`src/rtl/argmax_pkg.sv`:
```
// Shared types and helpers for the sequential argmax unit.
package argmax_pkg;

  localparam int unsigned CAND_VAL_W = 64;
  localparam int unsigned CAND_IDX_W = 32;

  typedef enum logic [1:0] {
    IDLE = 2'd0,
    SCAN = 2'd1,
    DONE = 2'd2
  } state_t;

  // Scores are sign- or zero-extended into val so a single compare serves both modes.
  typedef struct packed {
    logic [CAND_VAL_W-1:0] val;
    logic [CAND_IDX_W-1:0] idx;
  } cand_t;

  function automatic int unsigned clog2_min1(input int unsigned n);
    int unsigned w;
    w = 1;
    while ((64'd1 << w) < 64'(n)) w++;
    return w;
  endfunction

  function automatic logic cand_gt(input cand_t a, input cand_t b, input logic sgn);
    if (sgn) return $signed(a.val) > $signed(b.val);
    return a.val > b.val;
  endfunction

endpackage

```
`src/rtl/argmax_lane_reduce.sv`:
```
// Combinational reduction of one lane group into the running best (and runner-up when
// ARGMAX_TOP2_EN is defined). Lanes are folded in index order with a strict compare.
module argmax_lane_reduce
  import argmax_pkg::*;
#(
  parameter int unsigned NUM_CLASSES = 10,
  parameter int unsigned DATA_W      = 16,
  parameter int unsigned LANES       = 1,
  parameter int unsigned SIGNED      = 1
) (
  input  logic [LANES*DATA_W-1:0] lane_vals,
  input  logic [CAND_IDX_W-1:0]   base_idx,
  input  cand_t                   best_in,
  output cand_t                   best_c
`ifdef ARGMAX_TOP2_EN
  ,
  input  cand_t                   run_in,
  input  logic                    run_valid_in,
  output cand_t                   run_c,
  output logic                    run_valid_c
`endif
);

  cand_t             cand;
  cand_t             cur;
  logic [DATA_W-1:0] v;
`ifdef ARGMAX_TOP2_EN
  cand_t             run;
  logic              run_v;
`endif

  always_comb begin
    cur  = best_in;
    cand = '0;
    v    = '0;
`ifdef ARGMAX_TOP2_EN
    run   = run_in;
    run_v = run_valid_in;
`endif
    for (int unsigned l = 0; l < LANES; l++) begin
      v        = lane_vals[l*DATA_W +: DATA_W];
      cand.idx = base_idx + CAND_IDX_W'(l);
      cand.val = (SIGNED != 0) ? CAND_VAL_W'($signed(v)) : CAND_VAL_W'(v);
      // Padding lanes past the last class never participate; the seed class never meets itself.
      if ((cand.idx < CAND_IDX_W'(NUM_CLASSES)) && (cand.idx != cur.idx)) begin
        if (cand_gt(cand, cur, SIGNED != 0)) begin
`ifdef ARGMAX_TOP2_EN
          run   = cur;
          run_v = 1'b1;
`endif
          cur = cand;
        end
`ifdef ARGMAX_TOP2_EN
        else if (!run_v || cand_gt(cand, run, SIGNED != 0)) begin
          run   = cand;
          run_v = 1'b1;
        end
`endif
      end
    end
    best_c = cur;
`ifdef ARGMAX_TOP2_EN
    run_c       = run;
    run_valid_c = run_v;
`endif
  end

endmodule

```
`src/rtl/argmax_unit.sv`:
```
// Sequential argmax over NUM_CLASSES snapshotted scores, LANES per cycle.
// Optional macro ARGMAX_TOP2_EN adds result_2nd (runner-up index).
module argmax_unit
  import argmax_pkg::*;
#(
  parameter  int unsigned NUM_CLASSES = 10,
  parameter  int unsigned DATA_W      = 16,
  parameter  int unsigned LANES       = 1,
  parameter  int unsigned SIGNED      = 1,
  localparam int unsigned IDX_W       = clog2_min1(NUM_CLASSES)
) (
  input  logic                          clk,
  input  logic                          reset,
  input  logic                          enable,
  input  logic [NUM_CLASSES*DATA_W-1:0] scores,
  output logic                          busy,
  output logic                          done,
  output logic [IDX_W-1:0]              result
`ifdef ARGMAX_TOP2_EN
  ,
  output logic [IDX_W-1:0]              result_2nd
`endif
);

  localparam int unsigned STEPS    = (NUM_CLASSES + LANES - 1) / LANES;
  localparam int unsigned GRP_W    = clog2_min1(STEPS);
  localparam int unsigned GRP_BITS = LANES * DATA_W;
  localparam int unsigned PAD_W    = (STEPS * LANES - NUM_CLASSES) * DATA_W;

  state_t                          state, state_n;
  logic [NUM_CLASSES*DATA_W-1:0]   snap, snap_n;
  logic [STEPS*GRP_BITS-1:0]       snap_pad;
  logic [GRP_BITS-1:0]             lane_vals;
  logic [DATA_W-1:0]               first_val;
  cand_t                           best, best_n, red_best;
  logic [GRP_W-1:0]                group, group_n;
  logic                            busy_n, done_n;
  logic [IDX_W-1:0]                result_n;
`ifdef ARGMAX_TOP2_EN
  cand_t                           run, run_n, red_run;
  logic                            run_v, run_v_n, red_run_v;
  logic [IDX_W-1:0]                result_2nd_n;
`endif

  // Pad the snapshot to whole groups so every group slice is a constant part-select.
  generate
    if (PAD_W > 0) begin : g_pad
      assign snap_pad = {{PAD_W{1'b0}}, snap};
    end else begin : g_nopad
      assign snap_pad = snap;
    end
  endgenerate

  always_comb begin
    lane_vals = '0;
    for (int unsigned g = 0; g < STEPS; g++) begin
      if (group == GRP_W'(g)) lane_vals = snap_pad[g*GRP_BITS +: GRP_BITS];
    end
  end

  assign first_val = scores[DATA_W-1:0];

  argmax_lane_reduce #(
    .NUM_CLASSES(NUM_CLASSES),
    .DATA_W     (DATA_W),
    .LANES      (LANES),
    .SIGNED     (SIGNED)
  ) u_reduce (
    .lane_vals   (lane_vals),
    .base_idx    (CAND_IDX_W'(group) * CAND_IDX_W'(LANES)),
    .best_in     (best),
    .best_c      (red_best)
`ifdef ARGMAX_TOP2_EN
    ,
    .run_in      (run),
    .run_valid_in(run_v),
    .run_c       (red_run),
    .run_valid_c (red_run_v)
`endif
  );

  // Next-state and next-output logic.
  always_comb begin
    state_n  = state;
    snap_n   = snap;
    best_n   = best;
    group_n  = group;
    busy_n   = 1'b0;
    done_n   = 1'b0;
    result_n = result;
`ifdef ARGMAX_TOP2_EN
    run_n        = run;
    run_v_n      = run_v;
    result_2nd_n = result_2nd;
`endif
    unique case (state)
      IDLE: begin
        if (enable) begin
          state_n    = SCAN;
          snap_n     = scores;
          best_n.val = (SIGNED != 0) ? CAND_VAL_W'($signed(first_val)) : CAND_VAL_W'(first_val);
          best_n.idx = '0;
          group_n    = '0;
`ifdef ARGMAX_TOP2_EN
          run_n   = '0;
          run_v_n = 1'b0;
`endif
        end
      end
      SCAN: begin
        best_n = red_best;
`ifdef ARGMAX_TOP2_EN
        run_n   = red_run;
        run_v_n = red_run_v;
`endif
        if (group == GRP_W'(STEPS - 1)) begin
          state_n  = DONE;
          done_n   = 1'b1;
          result_n = red_best.idx[IDX_W-1:0];
`ifdef ARGMAX_TOP2_EN
          result_2nd_n = red_run_v ? red_run.idx[IDX_W-1:0] : '0;
`endif
        end else begin
          group_n = group + GRP_W'(1);
        end
      end
      DONE:    state_n = IDLE;
      default: state_n = IDLE;
    endcase
    busy_n = (state_n != IDLE);
  end

  always_ff @(posedge clk or posedge reset) begin
    if (reset) state <= IDLE;
    else       state <= state_n;
  end

  always_ff @(posedge clk or posedge reset) begin
    if (reset) begin
      snap   <= '0;
      best   <= '0;
      group  <= '0;
      busy   <= 1'b0;
      done   <= 1'b0;
      result <= '0;
`ifdef ARGMAX_TOP2_EN
      run        <= '0;
      run_v      <= 1'b0;
      result_2nd <= '0;
`endif
    end else begin
      snap   <= snap_n;
      best   <= best_n;
      group  <= group_n;
      busy   <= busy_n;
      done   <= done_n;
      result <= result_n;
`ifdef ARGMAX_TOP2_EN
      run        <= run_n;
      run_v      <= run_v_n;
      result_2nd <= result_2nd_n;
`endif
    end
  end

endmodule

```
`config.mk`:
```
export PLATFORM = sky130hd
export DESIGN_NAME = argmax_unit
export DESIGN_NICKNAME = d
export VERILOG_FILES = /design/src/rtl/argmax_pkg.sv /design/src/rtl/argmax_lane_reduce.sv /design/src/rtl/argmax_unit.sv
export SDC_FILE = /design/constraint.sdc
export NUM_CORES = 1
export LEC_CHECK = 0
export CAP_MARGIN = 15
export CORE_ASPECT_RATIO = 0.7
export CORE_MARGIN = 4
export CORE_UTILIZATION = 53
export DETAILED_ROUTE_END_ITERATION = 8
export GPL_ROUTABILITY_DRIVEN = 0
export PLACE_DENSITY = 0.8
export SLEW_MARGIN = 20
export SYNTH_ARGS = -nofsm -noshare
export SYNTH_HDL_FRONTEND = slang
export SYNTH_SLANG_ARGS = --single-unit
```
`constraint.sdc`:
```
create_clock -name clk -period 9 [get_ports clk]
set_input_delay 2.25 -clock clk [delete_from_list [all_inputs] [get_ports clk]]
set_output_delay 2.25 -clock clk [all_outputs]
set_load 0.02 [all_outputs]
```
After elaboration in Yosys (flattened, before gate mapping)
Index checks and enable logic that the tools add are counted.

word-level totals
  register bits after elaboration = 268
  input port bits = 163
  output and inout port bits = 6
  logic and storage cells = 63

operators by class
  add/subtract/negate cells = 1
  magnitude comparators = 3
  eq/ne operators = 15
  multiplexer cells = 25
  reductions and logical operators = 10

operators by type and width
  kind                 count
  $mux 96              3
  $pmux 96 s2          1
  $mux 16              10
  $gt 16x64->1         1
  $gt 64x64->1         1
  $ne 4x32->1          1
  $eq 4x3->1 const B   4
  $eq 4x2->1 const B   2
  $eq 4x4->1 const B   2
  $mux 4               2
  $pmux 4 s2           1
  $reduce_and 2->1     3
  $mux 1               5
  $add 4x1->4 const B  1
  $eq 4x1->1 const B   1
  $logic_not 4->1      1
  $lt 4x4->1 const B   1
  $mux 2               2
  $ne 2x1->1 const B   2
  $ne 2x2->1 const B   2
  $pmux 2 s2           1
  $reduce_and 4->1     1
  $reduce_bool 2->1    2
  $reduce_and 3->1     1
  3 further kinds      3

Depth between registers and ports, before layout
  word-level depth = 17
  mapped depth = 17
  gate-level depth less buffers = 14

Cells and area by module
From an unflattened synthesis, not the netlist that was laid out.

second synthesis, totals
  cells, all modules = 1344
  area total of the unflattened synthesis = 14819.2 um^2

modules (own cells, without submodules)
  module              instances  cells each  area an instance (um^2)  seq. area each (um^2)
  argmax_unit         1          921         11688.7                  6706.4
  argmax_lane_reduce  1          423         3130.5                   0.0

Worst setup path before layout
OpenSTA, ideal clock, no wires.

  kind = register to register
  start = reg group[0]
  end = reg best[33] in the netlist's numbering
  setup time = 0.126 ns
  arrival = 3.797 ns
  data required time = 8.874 ns
  setup slack = 5.077 ns
  cell stages (with the launch flop) = 17
  buffers on the path = 2
  period minus slack after synthesis = 3.923 ns
  cells stage by stage = dfrtp_1 inv_1 ha_1 nor2b_1 clkbuf_1 a221oi_1 o32ai_1 a21oi_1 o21ai_0 ha_1 a21o_1 a2111o_1 a211oi_2 a32oi_4 nor3b_4 buf_6 a221o_1

on the way
  cells in the longest elaborated chain, start to end = 16
  elaborated cells between the ends (all ways) = 33
  those cells by class = order compare: 3; eq/ne: 12; mux: 15; reduce/logical: 3

RTL lines
  item                                          line                                text
  start, declared                               argmax_unit.sv:36                   logic [GRP_W-1:0] group, group_n;
  start signal, assigned                        argmax_unit.sv:154                  group <= group_n;
  $logic_not 4->1                               argmax_unit.sv:57                   if (group == GRP_W'(g)) lane_vals = snap_pad[g*GRP_BITS +: GRP_BITS];
  $mux 16 (10 in a row)                         argmax_unit.sv:57
  $gt 64x64->1 or $gt 16x64->1 (tied branches)  argmax_pkg.sv:28, argmax_pkg.sv:27
  $mux 1                                        argmax_pkg.sv:28                    return a.val > b.val;
  $mux 1                                        argmax_lane_reduce.sv:45            if ((cand.idx < CAND_IDX_W'(NUM_CLASSES)) && (cand.idx != cur.idx)) begin
  $ne 2x1->1 (no source line)                   -
  $reduce_and 4->1 (no source line)             -
  end signal, assigned                          argmax_unit.sv:153                  best <= best_n;
  end, declared                                 argmax_unit.sv:35                   cand_t best, best_n, red_best;

Parallel ways exist; a longest one is shown, timed or not. The select of a mux whose other input is x is not followed.
A chain may end at the register's enable or synchronous reset.

Worst setup path in the final report
  start = reg group[0]
  end = reg best[32] in the netlist's numbering

The elaborated chain is that of the path after synthesis.

==> qor.csv <==
stage,metric,value,unit
timing,worst_pin_slew,968,ps
placement,port_buffers,168,
routing,wl_per_cell,18.8,microns
cells_and_area,antenna_cells,0,
cts,htreeDepth,4,
timing,finClkSkew,8.55,ps
yosys,synth_seq_area_share,0.510,
critical_path,crit_path_end_kind,register,
cells_and_area,drive_gt1_frac,0.0485,
critical_path,slowest_stage,ha_1,
timing,final.setup.tns,0,ps
power,total_power,4.56,mW
power,leakage,5.68,nW
cells_and_area,fillers,1387,
cells_and_area,areaGrowthSynthToFinish,24.4,%
global_route,grt_start_max_net_pins,91,
worst_hold_path,min_path_type,register to register,
routing,vias,8369,
timing,slew_headroom,0.355,
placement,dp_hpwl,20.0,mm
routing,firstDrtPassIters,6,
yosys,syn-num-nets,1288,
cts,cts_made_buffers,17,
floorplanning,fp-row-count,40,
cts,cts_tree,done,
floorplanning,core,17300,sq um
run,drv_cap,0,
routing,drt_iter0_markers,862,
critical_path,critPathKind,register to register,
floorplanning,die_area,20000,sq um
routing,wl,27.5,mm
yosys,synth_cell_types,51,
timing,finalMaxSlewViolations,0,
cts,insertion_delay,430,ps
routing,ant_nets,0,
floorplanning,dieWidth,167,microns
timing,fmax,186,MHz
cells_and_area,fin_util,0.677,
global_route,antenna_found_initial,0,
timing,final_hold_viol_count,0,
yosys,synth_area_per_cell,8.53,sq um
global_route,grt_usage,0.276,
cts,hold_buffers,0,
cells_and_area,mostFrequentLayoutCells,"448 x nand2_1, 192 x dfrtp_1, 168 x clkdlybuf4s50_1",
yosys,synthCells,1105,
yosys,synth-edff-count,0,
cts,cts_buffer_depth,2,
yosys,yosysWarnings,0,
yosys,synthArstFlopShare,1.00,
routing,drcViolationCount,0,
timing,finalSetupViolCount,0,
cells_and_area,seq_area,4800,sq um
cts,clk_pin_slew,70,ps
yosys,synthFlopType,dfrtp_1,
yosys,synthesis.area,9420,sq um
critical_path,cpPeakStageDelay,810,ps
cts,cts.repair.resized,0,
power,power_density,389,nW/um^2
timing,fin_crit,5370,ps
run_status,outcome,completed,
yosys,synth_top_area_cell,dfrtp_1,
global_route,first_global_vias,8134,
critical_path,cp_max_fo,31,
cells_and_area,layout_commonest_cell,nand2_1,
critical_path,arrival,5720,ps
global_route,grt_remaining_overflow,0,
floorplanning,io_pins,169,
cells_and_area,final_cells,1468,
cts,clkSinkCount,192,
cells_and_area,multi_input_comb_area,4220,sq um
cts,cts_root_buf,clkbuf_16,
global_route,grt_pass1_wl,43.5,mm
placement,place_inst,1437,
yosys,synth-seq-cells,192,
cts,postCtsSetupBuffers,0,
cells_and_area,fin_nets,1408,
critical_path,start_kind,register,
critical_path,crit_required,9350,ps
timing,finalWorstSetupSlack,3630,ps
critical_path,path_cells,inv_1 -> ha_1 -> nor2b_1 -> buf_4 -> a221oi_1 -> o32ai_1 -> a21oi_1 -> o21ai_0 -> ha_1 -> nand2_1 -> o21ai_0 -> or2b_2 -> a32oi_4 -> nor3b_4 -> mux2i_1,
timing,fin_crit_sh,0.596,
timing,rsz0062_at_grt,false,
placement,dp_slack,3770,ps
floorplanning,start_util,0.544,
routing,post_drt_via_cell_ratio,5.70,
power,ir_drop,228,uV
floorplanning,dieHeight,120,microns
yosys,yosysTopAreaCellShare,0.510,
yosys,yosys-top-cells-area,"dfrtp_1 51%, nand2_1 18%, nor2b_1 3.2%",
-- layout make-up --
type | instances | area share
timing repair buffer | 177 | 0.149
inverter | 28 | 0.00939
tap | 231 | 0.0247
clock buffer | 24 | 0.0420
multi-input combinational | 809 | 0.360
clock inverter | 7 | 0.00448
sequential | 192 | 0.410
-- stage by stage --
stage | cell area [sq um] | hold slack [ps]
2_1_floorplan | 9420 | 446
3_3_place_gp | 11200 | 456
3_5_place_dp | 11200 | 461
4_1_cts | 11700 | 477
5_1_grt | 11700 | 491
6_report | 11700 | 470
-- state kept, by name (all words and copies together) (netlist names) --
| name | flops |
|---|---|
| state | 2 |
| result | 4 |
| snap | 160 |
| group | 4 |
| best | 20 |
| done | 1 |
| busy | 1 |
-- worst paths after layout --
kind / cells after the start / to / slack, ps / startpoint
max in group asynchronous: 3 / snap[84]$_DFFE_PP0P_ / 5470 / reset
setup / recovery: 15 / best[32]$_DFFE_PP0P_ / 3630 / group[0]$_DFFE_PP0P_
setup reg to reg: 15 / best[32]$_DFFE_PP0P_ / 3630 / group[0]$_DFFE_PP0P_
min in group asynchronous: 2 / snap[29]$_DFFE_PP0P_ / 2270 / reset
hold reg to reg: 2 / result[3]$_DFFE_PP0P_ / 470 / result[3]$_DFFE_PP0P_
hold / removal: 2 / result[3]$_DFFE_PP0P_ / 470 / result[3]$_DFFE_PP0P_
-- cells in the mapped netlist (7+ instances only) --
master	number
a221o_1	16
nor2_1	25
a21o_1	18
ha_1	20
inv_1	28
a21oi_1	53
clkbuf_1	70
and3_1	9
o32ai_1	14
o21ai_0	50
a221oi_1	18
nor2b_1	48
a22oi_1	29
nand2_1	449
and3_2	7
dfrtp_1	192
-- report_power, final --
part	leakage, nW	internal [mW]	switching [mW]
registers	2.40	1.27	0.296
clock network	0.267	0.384	0.330
logic	3.01	0.896	1.38
-- critical path: cells and delay by family, from the launching register on --
kind                       cells  cell delay, ps
AOI/OAI and AO/OA              6            1590
adders and majority gates      2            1030
buffers and inverters          2             430
DFF                            1             470
muxes                          1             270
and+or+nand+nor                4            1490
-- cell families after synthesis --
logic type               Yosys count  share of synthesized area
AND/OR/NAND/NOR                  557                      0.249
AO/OA/AOI/OAI                    224                      0.164
flip-flops                       192                      0.510
buffers and inverters            104                     0.0428
adder cells (fa/ha/maj)           20                     0.0266
XOR/XNOR                           6                    0.00558
multiplexers                       2                    0.00212
-- routing by layer --
layer	up-vias	part of all wire	routed length, microns	track usage
met1	4004	0.47	12800	0.425
met2	418	0.41	11200	0.376
met3	42	0.11	2940	0.0915
li1	3905	-	-	-
met4	0	0.020	546	0.0659
met5	-	0	0	0
Power figures use the tool's default switching activity.
